`src/rtl/edabk_uart_pkg.sv`:
```
// edabk_uart_pkg: shared UART line levels, default sizing, parity mode type and calc_parity helper
package edabk_uart_pkg;
  localparam int DEF_DATA_WIDTH = 8;
  localparam int DEF_CLK_DIV = 16;
  localparam logic START_BIT = 1'b0;
  localparam logic STOP_BIT  = 1'b1;
  localparam logic IDLE_LINE = 1'b1;
  typedef enum logic {PARITY_EVEN, PARITY_ODD} parity_mode_e;
  function automatic logic calc_parity(input logic [63:0] data, input parity_mode_e mode);
    return (^data) ^ (mode == PARITY_ODD);
  endfunction
endpackage

```
`src/rtl/edabk_baud_tick_counter.sv`:
```
// edabk_baud_tick_counter: bit-period counter 0..CLK_DIV-1 while run, zeroed by restart/reset; tick_last flags the final cycle (ports bclk, reset, run, restart -> tick_last)
module edabk_baud_tick_counter #(
  parameter int CLK_DIV = 16
) (
  input  logic bclk,
  input  logic reset,
  input  logic run,
  input  logic restart,
  output logic tick_last
);
  localparam int TICK_WIDTH = $clog2(CLK_DIV);
  logic [TICK_WIDTH-1:0] tick_q, tick_d;
  assign tick_last = tick_q == TICK_WIDTH'(CLK_DIV - 1);
  always_comb tick_d = restart ? '0 : !run ? tick_q : tick_last ? '0 : tick_q + 1'b1;
  always_ff @(posedge bclk) tick_q <= reset ? '0 : tick_d;
endmodule

```
`src/rtl/edabk_transmitter_datapath.sv`:
```
// edabk_transmitter_datapath: UART frame serialiser (bclk, reset, data_in, parity_en, parity_odd, load, shift, clear -> tx, done, busy); EDABK_UART_TWO_STOP_BITS_EN adds a second stop bit
module edabk_transmitter_datapath
  import edabk_uart_pkg::*;
#(
  parameter int DATA_WIDTH = DEF_DATA_WIDTH,
  parameter int CLK_DIV    = DEF_CLK_DIV
) (
  input  logic                  bclk,
  input  logic                  reset,
  input  logic [DATA_WIDTH-1:0] data_in,
  input  logic                  parity_en,
  input  logic                  parity_odd,
  input  logic                  load,
  input  logic                  shift,
  input  logic                  clear,
  output logic                  tx,
  output logic                  done,
  output logic                  busy
);
`ifdef EDABK_UART_TWO_STOP_BITS_EN
  localparam int STOP_EXTRA = 1;
`else
  localparam int STOP_EXTRA = 0;
`endif
  localparam int FRAME_WIDTH = DATA_WIDTH + 3 + STOP_EXTRA;
  localparam int BL_WIDTH = $clog2(FRAME_WIDTH + 1);
  logic [FRAME_WIDTH-1:0] frame_q, frame_d, load_frame;
  logic [BL_WIDTH-1:0] bits_left_q, bits_left_d, load_bits;
  logic busy_q, busy_d, tx_q, tx_d, par, tick_last, do_shift;
  edabk_baud_tick_counter #(.CLK_DIV(CLK_DIV)) u_tick (
    .bclk     (bclk),
    .reset    (reset),
    .run      (busy_q),
    .restart  (load | clear),
    .tick_last(tick_last)
  );
  always_comb begin
    par = parity_en ? calc_parity(64'(data_in), parity_mode_e'(parity_odd)) : IDLE_LINE;
`ifdef EDABK_UART_TWO_STOP_BITS_EN
    load_frame = {STOP_BIT, STOP_BIT, par, data_in, START_BIT};
`else
    load_frame = {STOP_BIT, par, data_in, START_BIT};
`endif
    load_bits = BL_WIDTH'(DATA_WIDTH + 2 + STOP_EXTRA) + BL_WIDTH'(parity_en);
    do_shift = shift && busy_q;
    frame_d = load ? load_frame : clear ? '1 : do_shift ? {IDLE_LINE, frame_q[FRAME_WIDTH-1:1]} : frame_q;
    bits_left_d = load ? load_bits : clear ? '0 : do_shift ? bits_left_q - 1'b1 : bits_left_q;
    busy_d = load ? 1'b1 : clear ? 1'b0 : do_shift ? bits_left_q != BL_WIDTH'(1) : busy_q;
    tx_d = busy_d ? frame_d[0] : IDLE_LINE;
  end
  always_ff @(posedge bclk) begin
    if (reset) begin
      frame_q     <= '1;
      bits_left_q <= '0;
      busy_q      <= 1'b0;
      tx_q        <= IDLE_LINE;
    end else begin
      frame_q     <= frame_d;
      bits_left_q <= bits_left_d;
      busy_q      <= busy_d;
      tx_q        <= tx_d;
    end
  end
  assign tx   = tx_q;
  assign busy = busy_q;
  assign done = busy_q && tick_last;
endmodule

```
`config.mk`:
```
export PLATFORM = sky130hd
export DESIGN_NAME = edabk_transmitter_datapath
export DESIGN_NICKNAME = d
export VERILOG_FILES = /design/src/rtl/edabk_uart_pkg.sv /design/src/rtl/edabk_baud_tick_counter.sv /design/src/rtl/edabk_transmitter_datapath.sv
export SDC_FILE = /design/constraint.sdc
export NUM_CORES = 1
export LEC_CHECK = 0
export BUFFER_PORTS_ARGS = -buffer_cell sky130_fd_sc_hd__buf_2
export CAP_MARGIN = 20
export CORE_ASPECT_RATIO = 0.6
export CORE_MARGIN = 5
export CORE_UTILIZATION = 45
export DETAILED_ROUTE_END_ITERATION = 7
export PLACE_DENSITY = 0.66
export REMOVE_ABC_BUFFERS = 1
export SYNTH_ARGS = -nofsm -noshare
export SYNTH_HDL_FRONTEND = slang
export SYNTH_SLANG_ARGS = --single-unit
```
`constraint.sdc`:
```
create_clock -name bclk -period 3.7 [get_ports bclk]
set_clock_uncertainty 0.1 [all_clocks]
set_input_delay 0 -clock bclk [delete_from_list [all_inputs] [get_ports bclk]]
set_output_delay 0 -clock bclk [all_outputs]
set_load 0.005 [all_outputs]
```
==> reports/results.tsv <==
stage	metric	value	unit
floorplanning	core area	2200	um^2
pwr	NetSw	115	uW
clocking	cts hold-fix bufs	0	
final_layout	Final #Nets	151	
clocking	CTS resizes	0	
setup_path	crit path max fanout	13	
pwr	Pwr Density	390	nW/um^2
global_routing	GRT Total Usage	0.155	
drt	DRC	0	
synth	register area share after synthesis	0.382	
synth	Post-synth top flop	dfxtp_1	
sta	Peak Freq	609	MHz
synth	leading post-synthesis cells by cell area	dfxtp_1 (38%), nor3_1 (9.5%), a211o_1 (6.7%)	
synth	leading area contributor after synthesis	dfxtp_1	
pwr	Seq pwr share	0.523	
synth	Yosys top cell area share	0.382	
pwr	Power, Total	453	uW
floorplanning	Initial Utilization	0.477	
place	worst slack, placed	2110	ps
sta	final worst slack	2060	ps
global_routing	first-pass GRT wire length	3910	um
synth	Yosys reg bits	20	
place	placed insts	158	
final_layout	share of layout cells above drive strength 1	0.206	
synth	top cells by count, synth	dfxtp_1 (20), nor3_1 (20), nor2_1 (15)	
pwr	Power Internal	338	uW
synth	area of the mapped netlist	1050	um^2
drt	wire per inst	13.8	um
synth	Cells after Synth	119	
final_layout	Antenna Cells	0	
hold_path	Hold Crit Endpoint	bits_left_q[0]$_SDFFE_PP0P_	
synth	Post-synth ARST share	0	
setup_path	CP startpoint kind	flip-flop	
global_routing	largest net degree at the start of global routing	19	
final_layout	final-layout fill cell count	215	
outcome	run status	finished, final reports clean	
pwr	Gate power share	0.173	
sta	RSZ-0062 raised after global routing	false	
floorplanning	Rows	13	
setup_path	CP Data Arrival Time	1680	ps
sta	fin crit period	1640	ps
drt	number of vias per cell	5.65	
setup_path	Register-to-Register Path Depth	4	
sta	setup TNS	0	ps
final_layout	Area Growth Syn to Fin	10.9	%
clocking	CTS Buf Count	3	
sta	crit share post-route	0.444	
floorplanning	Die ar.	3430	um^2
setup_path	flop-to-flop setup slack	2060	ps
pwr	Clk pwr share	0.303	
clocking	clk slew on worst S/H paths	70	ps
hold_path	worst hold path depth	3	
place	Cell Area, Placed	1120	um^2
global_routing	gr ovfl total	0	
final_layout	fin cells	161	
pwr	Switching Fraction	0.255	
global_routing	vias in the first global route	820	
place	Port Buffer Count	17	
global_routing	initial antenna violation count	0	
setup_path	critical path capture point type	flip-flop	
setup_path	RR Startpoint	busy$_SDFF_PP0_	
synth	synth unique cells	36	
clocking	H-tree depth	1	
floorplanning	# IOs	18	
synth	YS warnings	0	
clocking	TritonCTS clock tree	built	
sta	Hold Vio Cnt, Final	0	
floorplanning	Die Ht	47.4	um
clocking	maximum clock path buffer count	2	
clocking	Clock Sink Count	20	
synth	count of flip-flops with a built-in enable after synthesis	0	
synth	Mapped Avg Cell Area	8.81	um^2
final_layout	design area	1160	um^2
clocking	postcts setup bufs	0	
sta	Slew headroom	0.724	
clocking	Worst-Skew Late Latency	250	ps
pwr	VDD IR-drop max	0.273	mV
drt	Pre-Repair DR Iteration Count	4	
drt	Iteration-0 DRC Markers	77	
hold_path	class of the worst hold path	in -> reg	
place	Routability Congestion	0.820	
clocking	clock root cell	clkbuf_8	
hold_path	HP Start	parity_en	
pwr	Leak	0.000466	uW
drt	final WL	2220	um
drt	DR vias	909	
sta	Worst Max-Slew Pin Slew	414	ps
setup_path	Critical R2R Capture	tx$_SDFF_PP1_	
setup_path	crit path kind	reg -> reg	
setup_path	CP Data Required Time	3740	ps
place	Detail Placement HPWL	1580	um
run	max_cap viols	0	
drt	ANT nets after route	0	
sta	Pins Over Slew Limit	0	
sta	final setup violation count	0	
floorplanning	die width	72.3	um
cell usage in the layout (no fill, tap or decap):
cell type,instances
a211o_1,8
a211o_2,1
a211oi_1,2
a21oi_1,6
a221oi_2,1
a311o_1,1
a311oi_1,1
a31oi_1,1
a41oi_1,1
and3_2,1
and3_4,1
and4_1,1
buf_2,17
clkbuf_8,3
dfxtp_1,20
ha_1,3
inv_1,5
mux2i_1,1
nand2_1,4
nand2_2,1
nand3_1,1
nor2_1,15
nor3_1,20
nor4b_2,1
o21a_1,1
o21ai_0,1
o21bai_1,1
o311a_1,1
or2_2,1
or3_1,2
xnor2_1,4
xnor3_1,1
xor2_1,3
logic make-up (layout without fill, tap and decap cells):
kind of cell,Yosys count,in the layout,share of synthesized area
flip-flops,20,20,0.382
XOR/XNOR,8,8,0.0800
buffers and inverters,13,25,0.0656
AND/OR/NAND/NOR,48,48,0.233
adder cells (fa/ha/maj),3,3,0.0358
AO/OA/AOI/OAI,26,26,0.195
multiplexers,1,1,0.00955
cell type report:
cell class	count	area [um^2]	share of cell area
Clock buffer	3	41.3	0.0355
Inverter	5	18.8	0.0161
Multi-Input combinational cell	86	579	0.498
Sequential cell	20	400	0.344
Tap cell	30	37.5	0.0323
Timing Repair Buffer	17	85.1	0.0732
worst max-delay path, stage by stage (launching register included):
cell and delay (ps):
dfxtp_1 570, nand2_2 140, a211oi_1 330, a21oi_1 110
or2_2 280
per-stage QoR:
stage               utilization  hold WS (ps)
floorplan                     -         -33.8
global placement          0.511           262
detailed placement        0.511           281
CTS                       0.529          7.76
global route              0.529          13.9
finish                    0.529          21.8
sequential cells by signal (all words and copies together), names as in the netlist:
signal	cells
busy	1
frame_q	10
tx	1
u_tick.tick_q	4
bits_left_q	4
power by group through the flow:
| stage | Combinational (uW) | Clock [uW] | Sequential (uW) |
|---|---|---|---|
| after floorplan | 50.8 | 0 | 240 |
| after global placement | 76.3 | 0 | 241 |
| after detailed placement | 77.4 | 0 | 242 |
| after CTS | 78.3 | 143 | 237 |
| after global routing | 86.9 | 155 | 239 |
| final | 78.5 | 137 | 237 |
routing by layer:
| metal | global-route usage | wire [um] |
|---|---|---|
| met1 | 0.213 | 1140 |
| met2 | 0.235 | 937 |
| met3 | 0.0556 | 143 |
| met4 | 0.0337 | 8 |
| met5 | 0 | 0 |
worst max path at each step:
stage	startpoint	endpoint	slack, ps	depth (start not counted)
2_1_floorplan	busy$_SDFF_PP0_	tx$_SDFF_PP1_	2230	4
3_3_place_gp	busy$_SDFF_PP0_	tx$_SDFF_PP1_	2130	4
3_5_place_dp	busy$_SDFF_PP0_	tx$_SDFF_PP1_	2110	4
4_1_cts	busy$_SDFF_PP0_	tx$_SDFF_PP1_	2070	4
5_1_grt	busy$_SDFF_PP0_	tx$_SDFF_PP1_	1920	4
6_report	busy$_SDFF_PP0_	tx$_SDFF_PP1_	2060	4
Power figures use the tool's default switching activity.
